[config.mk]
export PLATFORM = sky130hd
export DESIGN_NAME = lsh_seq
export DESIGN_NICKNAME = d
export VERILOG_FILES = /design/src/rtl/lsh_pkg.sv /design/src/rtl/lsh.sv /design/src/rtl/lsh_seq.sv
export SDC_FILE = /design/constraint.sdc
export NUM_CORES = 1
export LEC_CHECK = 0
export CELL_PAD_IN_SITES_DETAIL_PLACEMENT = 0
export CELL_PAD_IN_SITES_GLOBAL_PLACEMENT = 1
export CORE_AREA = 5 5 61 63
export DETAILED_ROUTE_END_ITERATION = 10
export DIE_AREA = 0 0 66 68
export GPL_TIMING_DRIVEN = 0
export PLACE_DENSITY_LB_ADDON = 0.1
export SLEW_MARGIN = 0
export SYNTH_ARGS = -nofsm -noshare
export SYNTH_HDL_FRONTEND = slang
export SYNTH_HIERARCHICAL = 1
export SYNTH_SLANG_ARGS = --single-unit
[constraint.sdc]
create_clock -name clk -period 2.63 [get_ports clk]
set_input_delay 0.263 -clock clk [delete_from_list [all_inputs] [get_ports clk]]
set_output_delay 0.263 -clock clk [all_outputs]
set_load 0.005 [all_outputs]
[src/rtl/lsh_pkg.sv]
// Shared types and constants for the lsh shift sequencer.
// Holds the FSM state encoding and the overflow mask helper.
package lsh_pkg;

    localparam int DATA_W   = 7;
    localparam int STEP_MAX = 7;

    typedef enum logic [1:0] {
        IDLE,
        SHIFT,
        DONE
    } state_t;

    // Mask of the top k bits of a data word: the bits a k-bit left
    // shift pushes out past the MSB.
    function automatic logic [DATA_W-1:0] out_mask(input logic [2:0] k);
        return ~({DATA_W{1'b1}} >> k);
    endfunction

endpackage

[src/rtl/lsh.sv]
// Combinational 7-bit left shifter, 0..7 positions per use.
// Bits moved past bit 6 are dropped.
module lsh
    import lsh_pkg::*;
(
    input  logic [DATA_W-1:0] a,
    input  logic [2:0]        f,
    output logic [DATA_W-1:0] y
);

    assign y = a << f;

endmodule

[src/rtl/lsh_seq.sv]
// Multi-pass shift sequencer around lsh with valid/ready on both sides.
// Splits the shift amount into passes of at most STEP_MAX bits.
module lsh_seq
    import lsh_pkg::*;
#(
    parameter int AMT_W = 4
) (
    input  logic              clk,
    input  logic              reset,
    input  logic              in_valid,
    output logic              in_ready,
    input  logic [DATA_W-1:0] in_data,
    input  logic [AMT_W-1:0]  in_amt,
    output logic              out_valid,
    input  logic              out_ready,
    output logic [DATA_W-1:0] out_data,
    output logic              out_ovf,
    output logic              busy
);

    state_t             r_state;
    state_t             w_state_nxt;
    logic [DATA_W-1:0]  r_acc;
    logic [AMT_W-1:0]   r_rem;
    logic               r_ovf;

    logic [2:0]         w_k;
    logic [AMT_W-1:0]   w_rem_nxt;
    logic [DATA_W-1:0]  w_shifted;
    logic               w_ovf_term;
    logic               w_accept;

    assign w_k = (r_rem > AMT_W'(STEP_MAX)) ? 3'(STEP_MAX) : r_rem[2:0];
    assign w_rem_nxt = r_rem - AMT_W'(w_k);
    assign w_ovf_term = |(r_acc & out_mask(w_k));
    assign w_accept = in_valid & in_ready;

    lsh u_lsh (
        .a (r_acc),
        .f (w_k),
        .y (w_shifted)
    );

    // State register.
    always_ff @(posedge clk or posedge reset) begin
        if (reset) begin
            r_state <= IDLE;
        end else begin
            r_state <= w_state_nxt;
        end
    end

    // Next state and handshake outputs.
    always_comb begin
        w_state_nxt = r_state;
        in_ready    = 1'b0;
        out_valid   = 1'b0;
        out_data    = '0;
        out_ovf     = 1'b0;
        busy        = 1'b0;
        unique case (r_state)
            IDLE: begin
                in_ready = 1'b1;
                if (in_valid) w_state_nxt = SHIFT;
            end
            SHIFT: begin
                busy = 1'b1;
                if (w_rem_nxt == '0) w_state_nxt = DONE;
            end
            DONE: begin
                out_valid = 1'b1;
                out_data  = r_acc;
                out_ovf   = r_ovf;
                in_ready  = out_ready;
                if (out_ready) w_state_nxt = in_valid ? SHIFT : IDLE;
            end
            default: w_state_nxt = IDLE;
        endcase
    end

    // Datapath: load on accept, one lsh pass per SHIFT cycle.
    always_ff @(posedge clk or posedge reset) begin
        if (reset) begin
            r_acc <= '0;
            r_rem <= '0;
            r_ovf <= 1'b0;
        end else if (w_accept) begin
            r_acc <= in_data;
            r_rem <= in_amt;
            r_ovf <= 1'b0;
        end else if (r_state == SHIFT) begin
            r_acc <= w_shifted;
            r_rem <= w_rem_nxt;
            r_ovf <= r_ovf | w_ovf_term;
        end
    end

endmodule

Word level (Yosys, flattened, before mapping)
Index checks and enable logic that the tools add are counted.
W data, S select, Z words.

word-level totals
  register bits after elaboration = 14
  input port bits = 15
  output and inout bits = 11
  logic and storage cells = 39

operators by class
  add/subtract/negate cells = 1
  order comparisons = 1
  eq/ne operators = 5
  shift operators = 2
  muxes and demuxes = 17
  bitwise operators = 4
  reductions and logical operators = 5

operator list
  cell                   count
  $mux W7                3
  $mux W4                2
  $and A7 B7 Y7          1
  $not A7 Y7             1
  $reduce_or A7 Y1       1
  $shl A7 B3 Y7          1
  $shr A7 B3 Y7 const A  1
  $mux W1                6
  $mux W2                3
  $ne A2 B2 Y1 const B   3
  $pmux W2 S3            1
  $gt A4 B3 Y1 const B   1
  $logic_not A4 Y1       1
  $sub A4 B3 Y4          1
  $mux W3                1
  $reduce_and A3 Y1      1
  $eq A2 B1 Y1 const B   1
  $eq A2 B2 Y1 const B   1
  $logic_not A2 Y1       1
  $pmux W1 S2            1
  $reduce_bool A2 Y1     1
  $and A1 B1 Y1          1
  $or A1 B1 Y1           1

Logic depth before layout (Yosys ltp)
Gate-level depths: netlist of the first run.

  word-level depth = 9
  mapped depth = 8
  mapped depth without buffers = 6

Cells and area by module
The synthesis of the first run kept the hierarchy.

by module, submodules not included
  module   instances  cells an instance  area each (µm²)  seq. area each (µm²)
  lsh_seq  1          95                 857.1            350.3
  lsh      1          25                 219.0            0.0

Least setup slack after synthesis of the first run
No wires, ideal clock.

  path kind = flip-flop to flip-flop
  start point = reg r_rem[3]
  end point = reg r_acc[5]
  library setup time = 124 ps
  arrival time = 1693 ps
  data required time = 2506 ps
  path slack = 813 ps
  stages on the path, launching flop included = 9
  buffers on the path = 2
  clock period less this slack = 1817 ps
  cell sequence = dfrtp_1 > buf_4 > or2_2 > buf_6 > mux4_2 > nand2_1 > o21ai_2 > a22oi_1 > nand2_1

on the way
  word-level cells in the longest chain between the ends = 5

RTL lines
  element                   line           RTL
  start: declaration        lsh_seq.sv:24  logic [AMT_W-1:0] r_rem;
  start signal: assignment  lsh_seq.sv:89  r_rem <= in_amt;
  start signal: assignment  lsh_seq.sv:93  r_rem <= w_rem_nxt;
  $gt A4 B3 Y1              lsh_seq.sv:33  assign w_k = (r_rem > AMT_W'(STEP_MAX)) ? 3'(STEP_MAX) : r_rem[2:0];
  $mux W3                   lsh_seq.sv:33
  via w_k[1]                lsh_seq.sv:27  logic [2:0] w_k;
  $shl A7 B3 Y7             lsh.sv:11      assign y = a << f;
  via w_shifted[5]          lsh_seq.sv:29  logic [DATA_W-1:0] w_shifted;
  $mux W7                   lsh_seq.sv:91  end else if (r_state == SHIFT) begin
  $mux W7                   lsh_seq.sv:87  end else if (w_accept) begin
  end signal: assignment    lsh_seq.sv:88  r_acc <= in_data;
  end signal: assignment    lsh_seq.sv:92  r_acc <= w_shifted;
  end: declaration          lsh_seq.sv:23  logic [DATA_W-1:0] r_acc;

The timed path passes the listed nets, and every way through them passes these cells. The select of a mux whose other input is x is not followed.
A chain may end at the register's enable or synchronous reset.

Final worst setup path of the first run
  start point = reg r_state[0]
  end point = out out_data[2]

on the way
  word-level cells in the longest chain between the ends = 2

RTL lines
  element                   line           RTL
  start: declaration        lsh_seq.sv:21  state_t r_state;
  start signal: assignment  lsh_seq.sv:49  r_state <= w_state_nxt;
  $eq A2 B2 Y1              lsh_seq.sv:61  unique case (r_state)
  $mux W7                   lsh_seq.sv:61
  end: declaration          lsh_seq.sv:16  output logic [DATA_W-1:0] out_data,

No other way between the ends.

==> results.cfg, run 1 <==
[setup_path]
worstPathArrival_ns = 1.79
worstReg2RegEnd = r_acc[6]$_DFFE_PP0P_
cpPeakStageDelay_ns = 0.51
critPathCapture = out_data[2]
worstPathMaxFanout = 9
cp_cell_sequence = and2b_1 > clkbuf_1 > and2_1 > clkdlybuf4s50_1
worst_setup_path_end_kind = output pin
startpoint = r_state[0]$_DFFE_PP0P_
rr_worst_depth = 8
start_kind = flop
critPathRequiredTime_ns = 2.37
crit_type = reg -> out
rrSetupSlack_ns = 0.70
slowest_stage = clkdlybuf4s50_1
r2r_start = r_rem[3]$_DFFE_PP0P_

[status]
status = finished, final reports clean

[drt]
drcViolationCount = 0
drtAntennaViolNets = 0
wl_per_cell_um = 15.01
drt_iter0_markers = 57
drt_pass1_iterations = 4
dr_total_vias = 974
wirelength_mm = 2.912
viasPerCell = 5.021

[layout]
fillCellCount = 343
nets = 166
antenna_cells = 0
area_delta_synth_final_pct = 30.70
final_area_um2 = 1406
fin_util_pct = 44.23
drive_gt1_share_pct = 14.86

[synth]
synth_cells = 120
avgSynthCellArea_um2 = 8.967
ys_ff_latch = 14
async_reset_ff_share_pct = 100.0
syn_area_um2 = 1076
syn_nets = 136
synth_edf_count = 0
yosys_warnings = 6
synth_cell_types = 44
synth_ff_type = dfrtp_1
ys_seq_area_share_pct = 32.56

[sta]
finalSetupViolCount = 0
rsz0062_at_grt = false
fmax_mhz = 485.9
slew_headroom_pct = 60.84
final.setup.tns_ns = 0
hold_viol = 0
fin_hold_ws_ns = 0.3396
drv_slew = 0
fin_skew_ns = 0.001029
fin_crit_sh_pct = 78.25
tightest_slew_ns = 0.5868
period_needed_ns = 2.058

[cts]
clk_latency_ns = 0.28
postCtsHoldBufs = 0
cts_setup_buffers = 0
ctsHtreeMaxLevel = 1
numCtsBuffers = 3
clk_path_buf_depth = 2
root_buffer = clkbuf_4
clk_pin_slew_ns = 0.08
cts_resized = 0
clock_sinks = 14
cts_tree = yes

[placement]
place_congestion = 0.7808
io_buffers = 25
placed_cell_area_um2 = 1384
dpl.hpwl_mm = 2.125

[power_and_ir_drop]
p_leak_nw = 0.6125
combPwrFrac_pct = 63.6
seqPwrFrac_pct = 28.5
ir_worst_vdd_mv = 0.5196
p_per_area_nw_per_um2 = 1111
pwr-share-clk_pct = 7.9
internal_power_w = 0.0008804
switchingPower_w = 0.0006819
power_w = 0.001562
swShare_pct = 43.65

[floorplan]
row_count = 21
die_x_um = 66
io_pins = 26
core_area_um2 = 3179
start_util_pct = 33.84
fp.dieH_um = 68
die_area_um2 = 4488

[job]
drv_cap = 0

[global_route]
grt_pass1_vias = 954
grtUsageTotal_pct = 14.33
grt_pass1_wl_mm = 4.816
antenna_found_initial = 0
overflow = 0
grt_max_degree = 15

[min_path]
holdCritPathClass = in -> async
worst max-delay path: cells and delay by family, from the launching register on:
| kind | cells | cell delay (ns) |
|---|---|---|
| AND/OR/NAND/NOR | 2 | 0.36 |
| flip-flops | 1 | 0.41 |
| buffers and inverters | 2 | 0.75 |
placed cells by master, fill, tap and decap left out, types with 3 or more instances in the layout:
| cell | n |
|---|---|
| clkdlybuf4s50_1 | 25 |
| nand2_1 | 17 |
| dfrtp_1 | 14 |
| and2_1 | 10 |
| a22oi_1 | 8 |
| inv_1 | 5 |
| o21ai_0 | 5 |
| or2_2 | 4 |
| mux2i_1 | 4 |
| nor2b_1 | 3 |
| buf_4 | 3 |
| nand2b_1 | 3 |
| nor2_1 | 3 |
| clkbuf_4 | 3 |
power by group through the flow:
stage	combinational [W]	sequential (W)	clock, W
3_5_place_dp	0.00100	0.000449	0
6_report	0.000993	0.000446	0.000123
3_3_place_gp	0.000986	0.000449	0
4_1_cts	0.00101	0.000447	0.000133
2_1_floorplan	0.000756	0.000398	0
5_1_grt	0.00111	0.000468	0.000144
flip-flops by register name, indices dropped and copies added, names as in the netlist:
register and flops:
r_acc 7, r_rem 4, r_state 2, r_ovf 1
cell usage after synthesis (all sizes together) (3+ instances only):
cell type  number  share of area, %
or2             4               2.3
o21ai           7               3.6
mux2i           4               3.7
inv             5               1.7
nor2b           3               1.7
nand2b          4               2.6
nand2          18               6.5
buf             7               5.1
and2           10               5.8
dfrtp          14                33
a22oi           8               5.6
nor2            3               1.0
worst min path at each step:
stage / from / endpoint / depth (start not counted)
5_1_grt: reset / r_rem[0]$_DFFE_PP0P_ / 2
4_1_cts: reset / r_rem[0]$_DFFE_PP0P_ / 2
6_report: reset / r_acc[4]$_DFFE_PP0P_ / 2
3_5_place_dp: r_rem[2]$_DFFE_PP0P_ / r_rem[2]$_DFFE_PP0P_ / 1
3_3_place_gp: r_acc[4]$_DFFE_PP0P_ / r_acc[4]$_DFFE_PP0P_ / 2
2_1_floorplan: reset / r_acc[0]$_DFFE_PP0P_ / 1
stage by stage:
stage / instances / worst slack, ns
after floorplan: 120 / 0.8132
after global placement: 191 / 0.6839
after detailed placement: 191 / 0.6980
after CTS: 194 / 0.5507
after global routing: 194 / 0.4247
final: 194 / 0.5721
layout make-up:
type,count,area (um2),area share (%)
Multi-Input combinational cell,93,648.1,46.09
Tap cell,46,57.56,4.093
Inverter,5,18.77,1.335
Sequential cell,14,350.3,24.91
Buffer,8,58.81,4.181
Clock buffer,3,22.52,1.601
Timing Repair Buffer,25,250.2,17.79
cells by family (layout without fill, tap and decap cells):
logic type,count (synthesis),count (layout),share of synthesized area [%]
buffers and inverters,13,41,7.209
AOI/OAI and AO/OA,33,33,23.37
DFF,14,14,32.56
muxes,7,7,9.302
and+or+nand+nor,52,52,26.40
adders and majority gates,1,1,1.163
metal layers:
metal	track usage [%]	wire, um	up-vias
met1	17.81	1261	465
met5	0	0	-
li1	-	-	485
met2	24.78	1463	22
met3	4.598	169	2
met4	2.284	18	0
(Power assumes the default switching activity.)
==> run 2: changes to the inputs <==
--- a/config.mk
+++ b/config.mk
@@ -7,9 +7,9 @@
 export LEC_CHECK = 0
 export CELL_PAD_IN_SITES_DETAIL_PLACEMENT = 0
 export CELL_PAD_IN_SITES_GLOBAL_PLACEMENT = 1
-export CORE_AREA = 5 5 61 63
+export CORE_AREA = 5 5 64 66
 export DETAILED_ROUTE_END_ITERATION = 10
-export DIE_AREA = 0 0 66 68
+export DIE_AREA = 0 0 69 71
 export GPL_TIMING_DRIVEN = 0
 export PLACE_DENSITY_LB_ADDON = 0.1
 export SLEW_MARGIN = 0
==> constraint.sdc (replaced) <==
create_clock -name clk -period 1.7 [get_ports clk]
set_input_delay 0.17 -clock clk [delete_from_list [all_inputs] [get_ports clk]]
set_output_delay 0.17 -clock clk [all_outputs]
set_load 0.005 [all_outputs]
==> results.cfg, run 2 (synthesis results as in run 1) <==
[status]
status = finished with violations
violations = negative setup slack

[floorplan]
core_area_um2 = 3523
fp.dieH_um = 71
die_area_um2 = 4899
io_pins = 26
die_x_um = 69
row_count = 22
start_util_pct = 30.54

[min_path]
holdCritPathClass = in -> async

[sta]
fin_crit_sh_pct = 102.9
tightest_slew_ns = 0.5787
finalSetupViolCount = 3
hold_viol = 0
rsz0062_at_grt = true
slew_headroom_pct = 61.37
fin_skew_ns = 0.007449
fmax_mhz = 571.6
finalWorstSetupSlack_ns = -0.04946
period_needed_ns = 1.749
drv_slew = 0
fin_hold_ws_ns = 0.2430

[layout]
antenna_cells = 0
area_delta_synth_final_pct = 40.70
final_common_cell = nand2_1
drive_gt1_share_pct = 24.52
top_register = r_acc
final_cell_mix = nand2_1 (17), clkdlybuf4s50_1 (16), dfrtp_1 (12)
final_area_um2 = 1514
reg_top3 = r_acc x7, r_rem x4, r_state x2
largest_reg_flops = 7
nets = 172

[drt]
dr_total_vias = 1008
drcViolationCount = 0
wirelength_mm = 3.033
viasPerCell = 4.966
wl_per_cell_um = 14.94
drtAntennaViolNets = 0
drt_pass1_iterations = 4
drt_iter0_markers = 37

[cts]
root_buffer = clkbuf_4
numCtsBuffers = 3
cts_tree = yes
clock_sinks = 14
ctsHtreeMaxLevel = 1
clk_pin_slew_ns = 0.09
postCtsHoldBufs = 0
clk_path_buf_depth = 2
clk_latency_ns = 0.28

[setup_path]
cp_top_family = multiplexers
slowest_stage = mux4_2
worst_setup_path_end_kind = flop
critPathRequiredTime_ns = 1.88
worstPathMaxFanout = 4
cp_cell_sequence = buf_6 > or2_4 > mux4_2 > mux2_4 > a22oi_2 > nand2_1
worstPathArrival_ns = 1.93
start_kind = flop
cpPeakStageDelay_ns = 0.41
crit_type = reg -> reg
critPathBufInv = 1

[power_and_ir_drop]
combPwrFrac_pct = 64.6
pwr-share-clk_pct = 9.0
p_leak_nw = 0.7017
ir_worst_vdd_mv = 0.7053
swShare_pct = 42.00
switchingPower_w = 0.001133
internal_power_w = 0.001564
seqPwrFrac_pct = 26.4
p_per_area_nw_per_um2 = 1782

[placement]
placed_cell_area_um2 = 1395
pre_cts_slack_ns = -0.1801
dpl.hpwl_mm = 2.006
io_buffers = 25
place_congestion = 0.7557

[job]
drv_cap = 0

[global_route]
grt_pass1_vias = 1004
grtUsageTotal_pct = 12.49
antenna_found_initial = 0
grt_max_degree = 18
overflow = 0
grt_pass1_wl_mm = 4.947
-- run 2: area by class of cell --
class	instances	area, um2
plain buffers	4	41.29
clock buffers	4	36.28
fillers	381	2009
repair buffers	34	316.6
multi-input cells	94	688.2
well taps	48	60.06
flip-flops and latches	14	352.8
inverters	5	18.77
-- run 2: layer usage --
metal  global-route usage [%]  part of all wire, %
met5                        0                    0
met4                    1.518                 0.20
met3                    4.545                  4.7
met2                    20.34                   45
met1                    16.36                   50
-- run 2: worst reg2reg max path: stages, from the launching register on --
cell	delay [ns]
dfrtp_1	0.40
buf_6	0.13
or2_4	0.23
mux4_2	0.41
mux2_4	0.27
a22oi_2	0.15
nand2_1	0.06
-- run 2: timing repair --
item | 4_1_cts | 5_1_grt
buffers inserted | 8 | 1
gates cloned | 0 | 1
pin swaps | 4 | 3
gates resized for setup | 14 | 12
endpoints found under the setup margin | 14 | 8
-- run 2: metrics by stage --
step / instances / total power (W) / setup TNS [ns] / utilization [%]
global route: 203 / 0.002945 / -0.3968 / 42.97
floorplan: 120 / 0.001816 / -0.06535 / -
detailed placement: 193 / 0.002257 / -0.3287 / 39.60
global placement: 193 / 0.002247 / -0.2741 / 39.60
finish: 203 / 0.002697 / -0.06668 / 42.97
CTS: 201 / 0.002642 / -0.05913 / 41.76
-- run 2: power groups by stage --
stage	Combinational (W)	Sequential, W	Clock, W
2_1_floorplan	0.00120	0.000619	0
3_3_place_gp	0.00156	0.000690	0
3_5_place_dp	0.00157	0.000690	0
4_1_cts	0.00169	0.000698	0.000256
5_1_grt	0.00193	0.000746	0.000267
6_report	0.00174	0.000711	0.000243
-- run 2: final timing paths --
path / from / end / slack [ns] / cells after the start
min in group clk: in_amt[3] / r_rem[3]$_DFFE_PP0P_ / 0.47 / 3
max reg2reg: r_rem[3]$_DFFE_PP0P_ / r_acc[6]$_DFFE_PP0P_ / -0.05 / 6
max: r_rem[3]$_DFFE_PP0P_ / r_acc[6]$_DFFE_PP0P_ / -0.05 / 6
max in group asynchronous: reset / r_state[1]$_DFFE_PP0P_ / 1.04 / 2
min: reset / r_rem[0]$_DFFE_PP0P_ / 0.24 / 2
min reg2reg: r_ovf$_DFFE_PP0P_ / r_ovf$_DFFE_PP0P_ / 0.59 / 2
